File: src/rtl/tank_level_counter.sv
// Tank volume tracker: drains/refills a 3-bit consumed-volume level in prescaled steps,
// driving valve and pump and flagging full/empty/alarm. Level 0 = full tank, 7 = empty.
// Optional refill lockout after running dry: define TANK_REFILL_LOCKOUT_EN.
module tank_level_counter #(
  parameter int unsigned TICK_DIV = 50_000_000
) (
  input  logic       clock,
  input  logic       reset,
  input  logic       irrigate,
  input  logic       refill,
  output logic [2:0] water_level,
  output logic       valve_open,
  output logic       pump_on,
  output logic       full,
  output logic       empty,
  output logic       alarm
);

  localparam int unsigned PreW = (TICK_DIV > 1) ? $clog2(TICK_DIV) : 1;
  localparam logic [PreW-1:0] PreMax = PreW'(TICK_DIV - 1);

  typedef enum logic [1:0] {
    StIdle,
    StDraining,
    StFilling,
    StEmpty
  } state_e;

  state_e          state_q, state_d;
  logic [2:0]      level_q, level_d;
  logic [PreW-1:0] prescaler_q, prescaler_d;
  logic            step;
  logic            locked;

  assign step = (prescaler_q == PreMax);

`ifdef TANK_REFILL_LOCKOUT_EN
  logic lockout_q, lockout_d;

  // Lockout set on entering EMPTY, released once refilled down to level 3 or less.
  always_comb begin
    lockout_d = lockout_q;
    if (state_q != StEmpty && state_d == StEmpty) begin
      lockout_d = 1'b1;
    end else if (state_q == StFilling && level_d != level_q && level_d <= 3'd3) begin
      lockout_d = 1'b0;
    end
  end

  // Lockout flag register.
  always_ff @(posedge clock or posedge reset) begin
    if (reset) begin
      lockout_q <= 1'b0;
    end else begin
      lockout_q <= lockout_d;
    end
  end

  assign locked = lockout_q;
`else
  assign locked = 1'b0;
`endif

  // Next-state and level update; a request-driven transition discards a coincident step.
  always_comb begin
    state_d = state_q;
    level_d = level_q;
    unique case (state_q)
      StIdle: begin
        if (refill && level_q != 3'd0) begin
          state_d = StFilling;
        end else if (irrigate && level_q != 3'd7 && !locked) begin
          state_d = StDraining;
        end
      end
      StDraining: begin
        if (refill) begin
          state_d = StFilling;
        end else if (!irrigate) begin
          state_d = StIdle;
        end else if (step) begin
          level_d = (level_q == 3'd7) ? 3'd7 : level_q + 3'd1;
          if (level_d == 3'd7) begin
            state_d = StEmpty;
          end
        end
      end
      StFilling: begin
        if (!refill) begin
          state_d = StIdle;
        end else if (step) begin
          level_d = (level_q == 3'd0) ? 3'd0 : level_q - 3'd1;
          if (level_d == 3'd0) begin
            state_d = StIdle;
          end
        end
      end
      StEmpty: begin
        if (refill) begin
          state_d = StFilling;
        end
      end
    endcase
  end

  // Prescaler runs only while draining/filling and restarts on any state change.
  always_comb begin
    prescaler_d = '0;
    if (state_d == state_q && (state_q == StDraining || state_q == StFilling) && !step) begin
      prescaler_d = prescaler_q + PreW'(1);
    end
  end

  // State, level and prescaler registers.
  always_ff @(posedge clock or posedge reset) begin
    if (reset) begin
      state_q     <= StIdle;
      level_q     <= 3'd0;
      prescaler_q <= '0;
    end else begin
      state_q     <= state_d;
      level_q     <= level_d;
      prescaler_q <= prescaler_d;
    end
  end

  assign water_level = level_q;
  assign valve_open  = (state_q == StDraining);
  assign pump_on     = (state_q == StFilling);
  assign full        = (level_q == 3'd0);
  assign empty       = (level_q == 3'd7);
  assign alarm       = (state_q == StEmpty) | locked;

endmodule

File: config.mk
export PLATFORM = sky130hd
export DESIGN_NAME = tank_level_counter
export DESIGN_NICKNAME = d
export VERILOG_FILES = /design/src/rtl/tank_level_counter.sv
export SDC_FILE = /design/constraint.sdc
export NUM_CORES = 1
export LEC_CHECK = 0
export CAP_MARGIN = 30
export CORE_MARGIN = 1.5
export CORE_UTILIZATION = 35
export CTS_CLUSTER_DIAMETER = 50
export DETAILED_ROUTE_END_ITERATION = 8
export HOLD_SLACK_MARGIN = 0.1
export PLACE_DENSITY = 0.63
export RECOVER_POWER = 25
export SETUP_SLACK_MARGIN = 0.3
export SLEW_MARGIN = 30
export SYNTH_ARGS = -nofsm -noshare
export SYNTH_HDL_FRONTEND = slang
export SYNTH_SLANG_ARGS = --single-unit
File: constraint.sdc
create_clock -name clock -period 2 [get_ports clock]
set_input_delay 0.5 -clock clock [delete_from_list [all_inputs] [get_ports clock]]
set_output_delay 0.5 -clock clock [all_outputs]
set_load 0.01 [all_outputs]
# Word level (Yosys, flattened, before mapping)
# Index checks and enable logic that the tools add are counted.
op_classes:
  n_addsub: 3
  n_mul: 0
  n_div: 0
  order_cmp: 0
  n_eq_ne: 13
  n_shift: 0
  mux: 20
  bitwise_logic: 0
  reduce_logical: 12
ops:
  columns: ["operator", "n"]
  rows:
  - ["adder 26 x 1 -> 26 bit, second input constant", 1]
  - ["equality test 26 bit, second input constant", 1]
  - ["2-to-1 mux 26 bit", 1]
  - ["2-to-1 mux 3 bit", 7]
  - ["2-to-1 mux 2 bit", 10]
  - ["one-hot mux 2 bit (4 select lines)", 1]
  - ["equality test 3 bit, second input constant", 2]
  - ["logical NOT 3 bit", 2]
  - ["inequality test 2 bit, second input constant", 3]
  - ["one-hot mux 3 bit (2 select lines)", 1]
  - ["AND reduction 6 bit", 1]
  - ["equality test 2 bit, second input constant", 2]
  - ["logical AND 1 bit", 4]
  - ["inequality test 2 x 1 -> 1 bit, second input constant", 2]
  - ["adder 3 x 1 -> 3 bit, second input constant", 1]
  - ["inequality test 3 bit, second input constant", 1]
  - ["nonzero test 3 bit", 1]
  - ["subtractor 3 x 1 -> 3 bit, second input constant", 1]
  - ["equality test 2 x 1 -> 1 bit, second input constant", 1]
  - ["equality test 2 bit", 1]
  - ["logical NOT 2 bit", 1]
  - ["nonzero test 2 bit", 1]
  - ["logical NOT 1 bit", 1]
  - ["logical OR 1 bit", 1]
totals:
  regBits: 31
  latchBits: 0
  ram_bits: 0
  rom_bits: 0
  out_inout_bits: 8
  elab_cells: 51
  mem_count: 0

# Logic depth before layout (Yosys ltp)
# Gate-level depths: netlist of run 1.
logic_depth:
  ltp_word: 12
  depth_mapped: 9

# Worst setup path after synthesis of run 1
# No wires, ideal clock.
synth_timing:
  kind: "register -> register"
  from: "register level_q[0], in the netlist water_level[0]"
  to: "register prescaler_q[18]"
  setup_time_ns: 0.118
  arrival_time_ns: 1.972
  setup_slack_ns: -0.090
  path_stages_with_launch: 9
  n_path_buf: 1
  synth_period_minus_slack_ns: 2.090
  path_cell_list: "dfrtp_1 inv_1 ha_1 ha_1 nand2b_1 o2111a_1 o211ai_4 buf_6 nor2_1"
synth_between:
  word_cells_on_any_way: 26
  cone_classes: "add/sub (2); eq/ne (4); mux (13); reduce/logical (7)"
synth_rtl:
  columns: ["element", "line_no", "source"]
  rows:
  - ["start: declaration", "30", "logic [2:0] level_q, level_d;"]
  - ["start signal: assignment", "122", "level_q <= level_d;"]
  - ["logical NOT 3 bit", null, null]
  - ["net full", "14", "output logic full,"]
  - ["2-to-1 mux 3 bit", "92", "level_d = (level_q == 3'd0) ? 3'd0 : level_q - 3'd1;"]
  - ["logical NOT 3 bit", "93", "if (level_d == 3'd0) begin"]
  - ["2-to-1 mux 2 bit", "93", null]
  - ["2-to-1 mux 2 bit", "91", "end else if (step) begin"]
  - ["2-to-1 mux 2 bit", "89", "if (!refill) begin"]
  - ["one-hot mux 2 bit (4 select lines)", "68", "unique case (state_q)"]
  - ["equality test 2 bit", "109", "if (state_d == state_q && (state_q == StDraining || state_q == StFilling) && !step) begin"]
  - ["logical AND 1 bit (2 in series)", "109", null]
  - ["2-to-1 mux 26 bit", "109", null]
  - ["net prescaler_d[18]", "31", "logic [PreW-1:0] prescaler_q, prescaler_d;"]
  - ["end signal: assignment", "123", "prescaler_q <= prescaler_d;"]
  - ["end: declaration", "31", null]
# The timed path passes the listed nets, and every way through them passes these cells.
# A chain may end at the register's enable or synchronous reset.

# Final worst setup path of run 1
layout_timing:
  from: "register state_q[1]"
  to: "register prescaler_q[13]"
layout_between:
  elab_chain_len: 9
  word_cells_on_any_way: 20
  cone_classes: "eq/ne (4); mux (12); reduce/logical (4)"
layout_lines:
  columns: ["element", "line_no", "source"]
  rows:
  - ["start: declaration", "29", "state_e state_q, state_d;"]
  - ["start signal: assignment", "117", "state_q <= StIdle;"]
  - ["start signal: assignment", "121", "state_q <= state_d;"]
  - ["2-to-1 mux 2 bit", "83", "if (level_d == 3'd7) begin"]
  - ["2-to-1 mux 2 bit", "81", "end else if (step) begin"]
  - ["2-to-1 mux 2 bit", "79", "end else if (!irrigate) begin"]
  - ["2-to-1 mux 2 bit", "77", "if (refill) begin"]
  - ["one-hot mux 2 bit (4 select lines)", "68", null]
  - ["equality test 2 bit", "109", null]
  - ["logical AND 1 bit * (2 in series)", "109", null]
  - ["2-to-1 mux 26 bit *", "109", null]
  - ["net prescaler_d[13]", "31", null]
# Mark *: on every way through the listed nets, which the timed path passes. The rest lies on a longest branch.

==> results of run 1 <==
[power by group through the flow]
stage	combinational [mW]	sequential, mW	clock (mW)
2_1_floorplan	0.808	0.726	0
3_3_place_gp	1.03	0.740	0
3_5_place_dp	1.03	0.741	0
4_1_cts	1.35	0.712	0.551
5_1_grt	1.61	0.722	0.569
6_report	1.51	0.716	0.531
[state kept, by name, indices dropped and copies added, names as in the netlist]
register and count:
water_level 3, prescaler_q 26, state_q 2
[per-layer routing]
metal  share of wire, %  routed length (um)  GRT usage [%]
met2                 49                2150           25.5
met5                  0                   0              0
met4               0.72                  32           5.54
met3                2.7                 120           2.44
met1                 48                2120           20.8
[repair_timing]
action | CTS | global route
resized for setup | 44 | 22
endpoints found under the setup margin | 39 | 36
pin swaps | 11 | 9
gates cloned | 0 | 0
buffers inserted | 21 | 7
[worst max-delay path, stage by stage, from the launching register on]
cell and delay, ps:
dfrtp_2 470, buf_6 140, ha_4 160, or3_4 380, a21oi_4 150, a2111oi_4 70, o211ai_4 220, buf_12 200
nor2_1 60
[kinds of logic after synthesis]
family / count (synthesis)
simple gates: 96
flops: 31
compound gates: 29
xor+xnor: 24
buf+inv: 21
fa+ha+maj: 9
[final cells by class]
type | count | area, um2
fillers | 487 | 2670
multi-input cells | 158 | 1350
flip-flops and latches | 31 | 779
repair buffers | 52 | 455
clock buffers | 8 | 100
well taps | 72 | 90.1
inverters | 14 | 60.1
[worst min path at each step]
stage,start,to,slack [ps]
after floorplan,prescaler_q[0],prescaler_q[0],470
after global placement,prescaler_q[0],prescaler_q[0],500
after detailed placement,prescaler_q[0],prescaler_q[0],500
after CTS,prescaler_q[25],prescaler_q[25],550
after global routing,prescaler_q[25],prescaler_q[25],590
final,prescaler_q[23],prescaler_q[23],540
[stage by stage]
step,cells,setup WS (ps),instance area (um2)
after floorplan,210,111,2110
after global placement,299,-149,2360
after detailed placement,299,-164,2360
after CTS,328,49.6,2730
after global routing,335,-20.7,2840
final,335,24.5,2840
[cell usage after synthesis (all sizes together)]
master	n
o21a	1
nand4	12
or3	1
nor4bb	1
dfrtp	31
nand2b	2
nand3b	1
a311oi	1
xnor2	7
o221ai	1
clkbuf	1
a2bb2oi	1
o31ai	1
nor2	39
o211ai	3
xor2	17
nand2	12
a2111oi	2
nand3	13
or2b	1
o21ba	1
a211o	2
nor4	2
buf	6
inv	14
ha	9
and4	1
nor2b	2
o2bb2ai	1
o21ai	6
and3	4
o32a	1
a31o	1
and2	1
o2111a	1
nor3	2
and4b	1
nor4b	1
a21oi	6
==> flow_metrics.env, run 1 <==
export IMPL_final_nets=275
export IMPL_grt_max_degree=32
export IMPL_numPortBuffers=11
export IMPL_num_antenna_cells=0
export IMPL_power_clock_fraction_pct=19.3
export IMPL_rsz0062_at_grt="yes"
export IMPL_layout_worst_path_cycle_share_pct=98.8
export IMPL_yosys_area_top_type_share_pct=38.8
export IMPL_hold_path_depth=2
export IMPL_synth_top_family_by_area="simple AND/OR/NAND/NOR gates"
export IMPL_mostFrequentLayoutCell="nor2_1"
export IMPL_dpl_hpwl_um=2720
export IMPL_core_mm2=0.00551
export IMPL_power_switching_share_pct=36.2
export IMPL_timing_rr_end="prescaler_q[13]"
export IMPL_clkSlewWorstSetupHoldPaths_ps=60
export IMPL_distinct_cell_type_count_after_synthesis=48
export IMPL_timing_slew_headroom_pct=50.2
export IMPL_ys_top_cells_by_area="dfrtp_1, xor2_1, nor2_1"
export IMPL_max_freq_mhz=506
export IMPL_vdd_ir_drop_max_v=0.000702
export IMPL_netlist_area_mm2=0.00200
export IMPL_share_of_final_layout_standard_cells_stronger_than_drive_strength_1_pct=38.0
export IMPL_cp_max_fo=26
export IMPL_die_width_um=78.5
export IMPL_worstPathArrival_ps=2140
export IMPL_compound_gate_fraction_of_synth_area_pct=12.0
export IMPL_syn_inst=210
export IMPL_synth_area_leader_cell="dfrtp_1"
export IMPL_share_seq_of_total_power_pct=26.0
export IMPL_max_clock_path_buffers=2
export IMPL_floorplan_initialDensity_pct=36.3
export IMPL_numClockSinks=31
export IMPL_setup_violations_final=0
export IMPL_criticalPathCategory="register to register"
export IMPL_weighted_congestion_reported_at_the_end_of_routability_driven_placement=0.854
export IMPL_cellLeakagePower_nw=1.19
export IMPL_number_of_antenna_violations_at_the_first_check_in_global_routing=0
export IMPL_crit_path_start_kind="register"
export IMPL_synth_simple_gate_area_share_pct=27.3
export IMPL_timing_rr_start="state_q[1]"
export IMPL_placement_rows=27
export IMPL_cts_max_level=2
export IMPL_fp_dieH_um=78.5
export IMPL_pwr_share_comb_pct=54.7
export IMPL_skew_ps=5.79
export IMPL_syn2layout_area_growth_pct=42.2
export IMPL_commonest_cells_after_routing_fill_and_taps_aside="nor2_1, buf_4, dfrtp_1"
export IMPL_cts_root_buffer_cell="clkbuf_8"
export IMPL_muxShareOfSynthArea_pct=0
export IMPL_drt_wl_total_um=4420
export IMPL_slew_at_the_pin_closest_to_its_max_slew_limit_ps=747
export IMPL_reg2reg_setup_slack_ps=20
export IMPL_cts_hold_repair_buffers=0
export IMPL_final_antenna_net_count=0
export IMPL_via_count_of_the_first_global_routing_pass=1624
export IMPL_cp_startpoint="state_q[1]"
export IMPL_postSynthNetCount=223
export IMPL_drt_initial_violations=53
export IMPL_cts_bufs_inserted=5
export IMPL_boundaryPins=12
export IMPL_power_net_switching_uw=997
export IMPL_final_util_pct=51.6
export IMPL_synth_fa_ha_area_share_pct=5.64
export IMPL_cts_tree="yes"
export IMPL_design_die_area_mm2=0.00617
export IMPL_drv_max_cap_violation_count=0
export IMPL_groute_usage_overall_pct=15.6
export IMPL_clock_latency_ps=280
export IMPL_hold_path_class="register to register"
export IMPL_ff2ff_path_depth=8
export IMPL_post_drt_wl_per_cell_um=13.2
export IMPL_detail_route_first_pass_iterations=4
export IMPL_synth_sequential_area_ratio_pct=38.8
export IMPL_power_mw=2.75
export IMPL_power_per_cell_area_mw_per_mm2=970
export IMPL_grt_pass1_wl_um=7600
export IMPL_routed_via_count=1661
export IMPL_internal_power_mw=1.76
export IMPL_drv_slew=0
export IMPL_timing_hold_ws_ps=544
export IMPL_run_status="completed"
export IMPL_globalRoute_totalOverflow=0
export IMPL_syn_mean_instance_area_um2=9.51
export IMPL_timing_critical_path_required_ps=2160
export IMPL_synthXorXnorAreaFrac_pct=10.5
export IMPL_route_detailed_drc=0
export IMPL_worst_setup_path_end_kind="register"
export IMPL_final_hold_violation_count=0
export IMPL_ys_seq_elements=31
export IMPL_synthesis_yosys_warnings=0
export IMPL_final_setup_tns_ps=0
export IMPL_post_route_min_period_ps=1980
export IMPL_routed_via_density=4.96
export IMPL_crit_end="prescaler_q[13]"
Note: power is estimated with default switching activity, not from simulation.
==> run 2: changes to the inputs <==
Settings changed: GPL_TIMING_DRIVEN set to 0.
==> flow_metrics.env, run 2 (synthesis results as in run 1) <==
export IMPL_skew_ps=4.98
export IMPL_layout_worst_path_cycle_share_pct=99.9
export IMPL_worst_path_dominant_cell_family="compound AO/OA/AOI/OAI gates"
export IMPL_numPortBuffers=9
export IMPL_clock_latency_ps=290
export IMPL_grt_pass1_wl_um=7460
export IMPL_internal_power_mw=1.77
export IMPL_drt_initial_violations=38
export IMPL_post_drt_wl_per_cell_um=14.1
export IMPL_power_net_switching_mw=1.07
export IMPL_power_clock_fraction_pct=22.7
export IMPL_drt_wl_total_um=4550
export IMPL_globalRoute_totalOverflow=0
export IMPL_worstPathArrival_ps=2170
export IMPL_route_detailed_drc=0
export IMPL_largest_reg_flops=26
export IMPL_numClockSinks=31
export IMPL_slew_at_the_pin_closest_to_its_max_slew_limit_ps=1170
export IMPL_syn2layout_area_growth_pct=40.1
export IMPL_hold_path_class="input pin to register"
export IMPL_cp_common_cell="buf_6"
export IMPL_power_switching_share_pct=37.6
export IMPL_design_die_area_mm2=0.00617
export IMPL_final_antenna_net_count=0
export IMPL_final_design_area_no_fill_mm2=0.00280
export IMPL_final_util_pct=50.8
export IMPL_floorplan_initialDensity_pct=36.3
export IMPL_via_count_of_the_first_global_routing_pass=1553
export IMPL_drv_max_cap_violation_count=0
export IMPL_worst_setup_path_end_kind="register"
export IMPL_vdd_ir_drop_max_v=0.000592
export IMPL_cellLeakagePower_nw=1.15
export IMPL_weighted_congestion_reported_at_the_end_of_routability_driven_placement=0.797
export IMPL_grt_max_degree=32
export IMPL_share_seq_of_total_power_pct=25.5
export IMPL_setup_violations_final=0
export IMPL_dpl_hpwl_um=2730
export IMPL_num_antenna_cells=0
export IMPL_crit_buf_inv=2
export IMPL_final_setup_tns_ps=0
export IMPL_routed_via_count=1653
export IMPL_groute_usage_overall_pct=15.4
export IMPL_drv_slew=0
export IMPL_cp_max_fo=6
export IMPL_timing_slew_headroom_pct=22.1
export IMPL_run_status="completed"
export IMPL_fp_dieH_um=78.5
export IMPL_number_of_antenna_violations_at_the_first_check_in_global_routing=0
export IMPL_die_width_um=78.5
export IMPL_pwr_share_comb_pct=51.8
export IMPL_clkSlewWorstSetupHoldPaths_ps=70
export IMPL_cts_max_level=2
export IMPL_max_clock_path_buffers=2
export IMPL_final_hold_violation_count=0
export IMPL_number_of_placed_instances_taps_included=291
export IMPL_max_freq_mhz=501
export IMPL_cts_bufs_inserted=5
export IMPL_commonest_cells_after_routing_fill_and_taps_aside="dfrtp_1, nor2_1, buf_4, nor2_2, xor2_1"
export IMPL_crit_path_start_kind="register"
export IMPL_cts_root_buffer_cell="clkbuf_8"
export IMPL_timing_critical_path_slowest_cell_delay_ps=470
export IMPL_detail_route_first_pass_iterations=4
export IMPL_timing_critical_path_cells="buf_6 > ha_4 > or3_4 > a21oi_4 > a2111oi_4 > o211ai_4 > buf_6 > nor2_4"
export IMPL_post_route_min_period_ps=2000
export IMPL_place_area_mm2=0.00229
export IMPL_regMostFlops="prescaler_q"
export IMPL_power_per_cell_area_mw_per_mm2=1010
export IMPL_critical_path_slowest_cell="dfrtp_2"
export IMPL_placement_rows=27
export IMPL_final_nets=263
export IMPL_criticalPathCategory="register to register"
export IMPL_share_of_final_layout_standard_cells_stronger_than_drive_strength_1_pct=41.8
export IMPL_timing_critical_path_required_ps=2180
export IMPL_routed_via_density=5.12
export IMPL_rsz0062_at_grt="yes"
export IMPL_fin_cells=323
export IMPL_core_mm2=0.00551
export IMPL_cts_tree="yes"
export IMPL_boundaryPins=12
export IMPL_mostFrequentLayoutCell="dfrtp_1"
run 2: changes by cell type in the layout (fill, tap and decap cells not counted), sizes merged:
cell,change
buf,-10
dlygate4sd2,-3
clkbuf,-2
bufinv,+1
clkinv,+1
dlymetal6s2s,+1
run 2: layout make-up:
type,count,area [um2]
Multi-Input combinational cell,158,1370
Fill cell,498,2710
Sequential cell,31,781
Clock buffer,6,82.6
Inverter,14,57.6
Clock inverter,2,35.0
Tap cell,72,90.1
Buffer,7,63.8
Timing Repair Buffer,33,315
run 2: path summary, 6_finish.rpt:
path / startpoint / end / slack, ps / cells past startpoint
max reg2reg: state_q[1] / prescaler_q[24] / 2 / 8
max in group asynchronous: reset / state_q[1] / 260 / 2
min reg2reg: prescaler_q[22] / prescaler_q[22] / 550 / 2
min: refill / state_q[0] / 500 / 2
min in group asynchronous: reset / prescaler_q[23] / 960 / 2
max: state_q[1] / prescaler_q[24] / 2 / 8
run 2: timing repair:
item                                    4_1_cts  5_1_grt
pin swaps                                    14       12
buffers inserted                             15        7
resized for setup                            51       28
gates cloned                                  2        0
hold buffers                                  0        0
endpoints found under the setup margin       39       36
run 2: power groups by stage:
stage | clock (mW) | sequential (mW) | combinational [mW]
3_3_place_gp | 0 | 0.735 | 0.998
2_1_floorplan | 0 | 0.726 | 0.808
6_report | 0.644 | 0.724 | 1.47
4_1_cts | 0.656 | 0.722 | 1.33
5_1_grt | 0.686 | 0.727 | 1.59
3_5_place_dp | 0 | 0.737 | 1.01
run 2: routing by layer:
metal  vias up  share of wire (%)  routed length [um]  GRT usage (%)
met3         5                3.2                 144           3.84
met5         -                  0                   0              0
met1       815                 46                2110           20.3
met4         0                1.0                  47           3.75
met2        26                 49                2250           25.0
li1        807                  -                   -              -
run 2: per-stage QoR:
step	power [mW]	hold slack [ps]	setup WS (ps)
after CTS	2.71	479	-1.59
after floorplan	1.53	470	111
after global routing	3.00	502	-86.7
final	2.84	501	2.06
after global placement	1.73	495	-69.3
after detailed placement	1.74	508	-80.4
==> run 3: changes to the inputs <==
Settings changed: CAP_MARGIN 30 to 10.
==> results of run 3 <==
No change in the layout: final DEF, timing and power equal those of run 2.
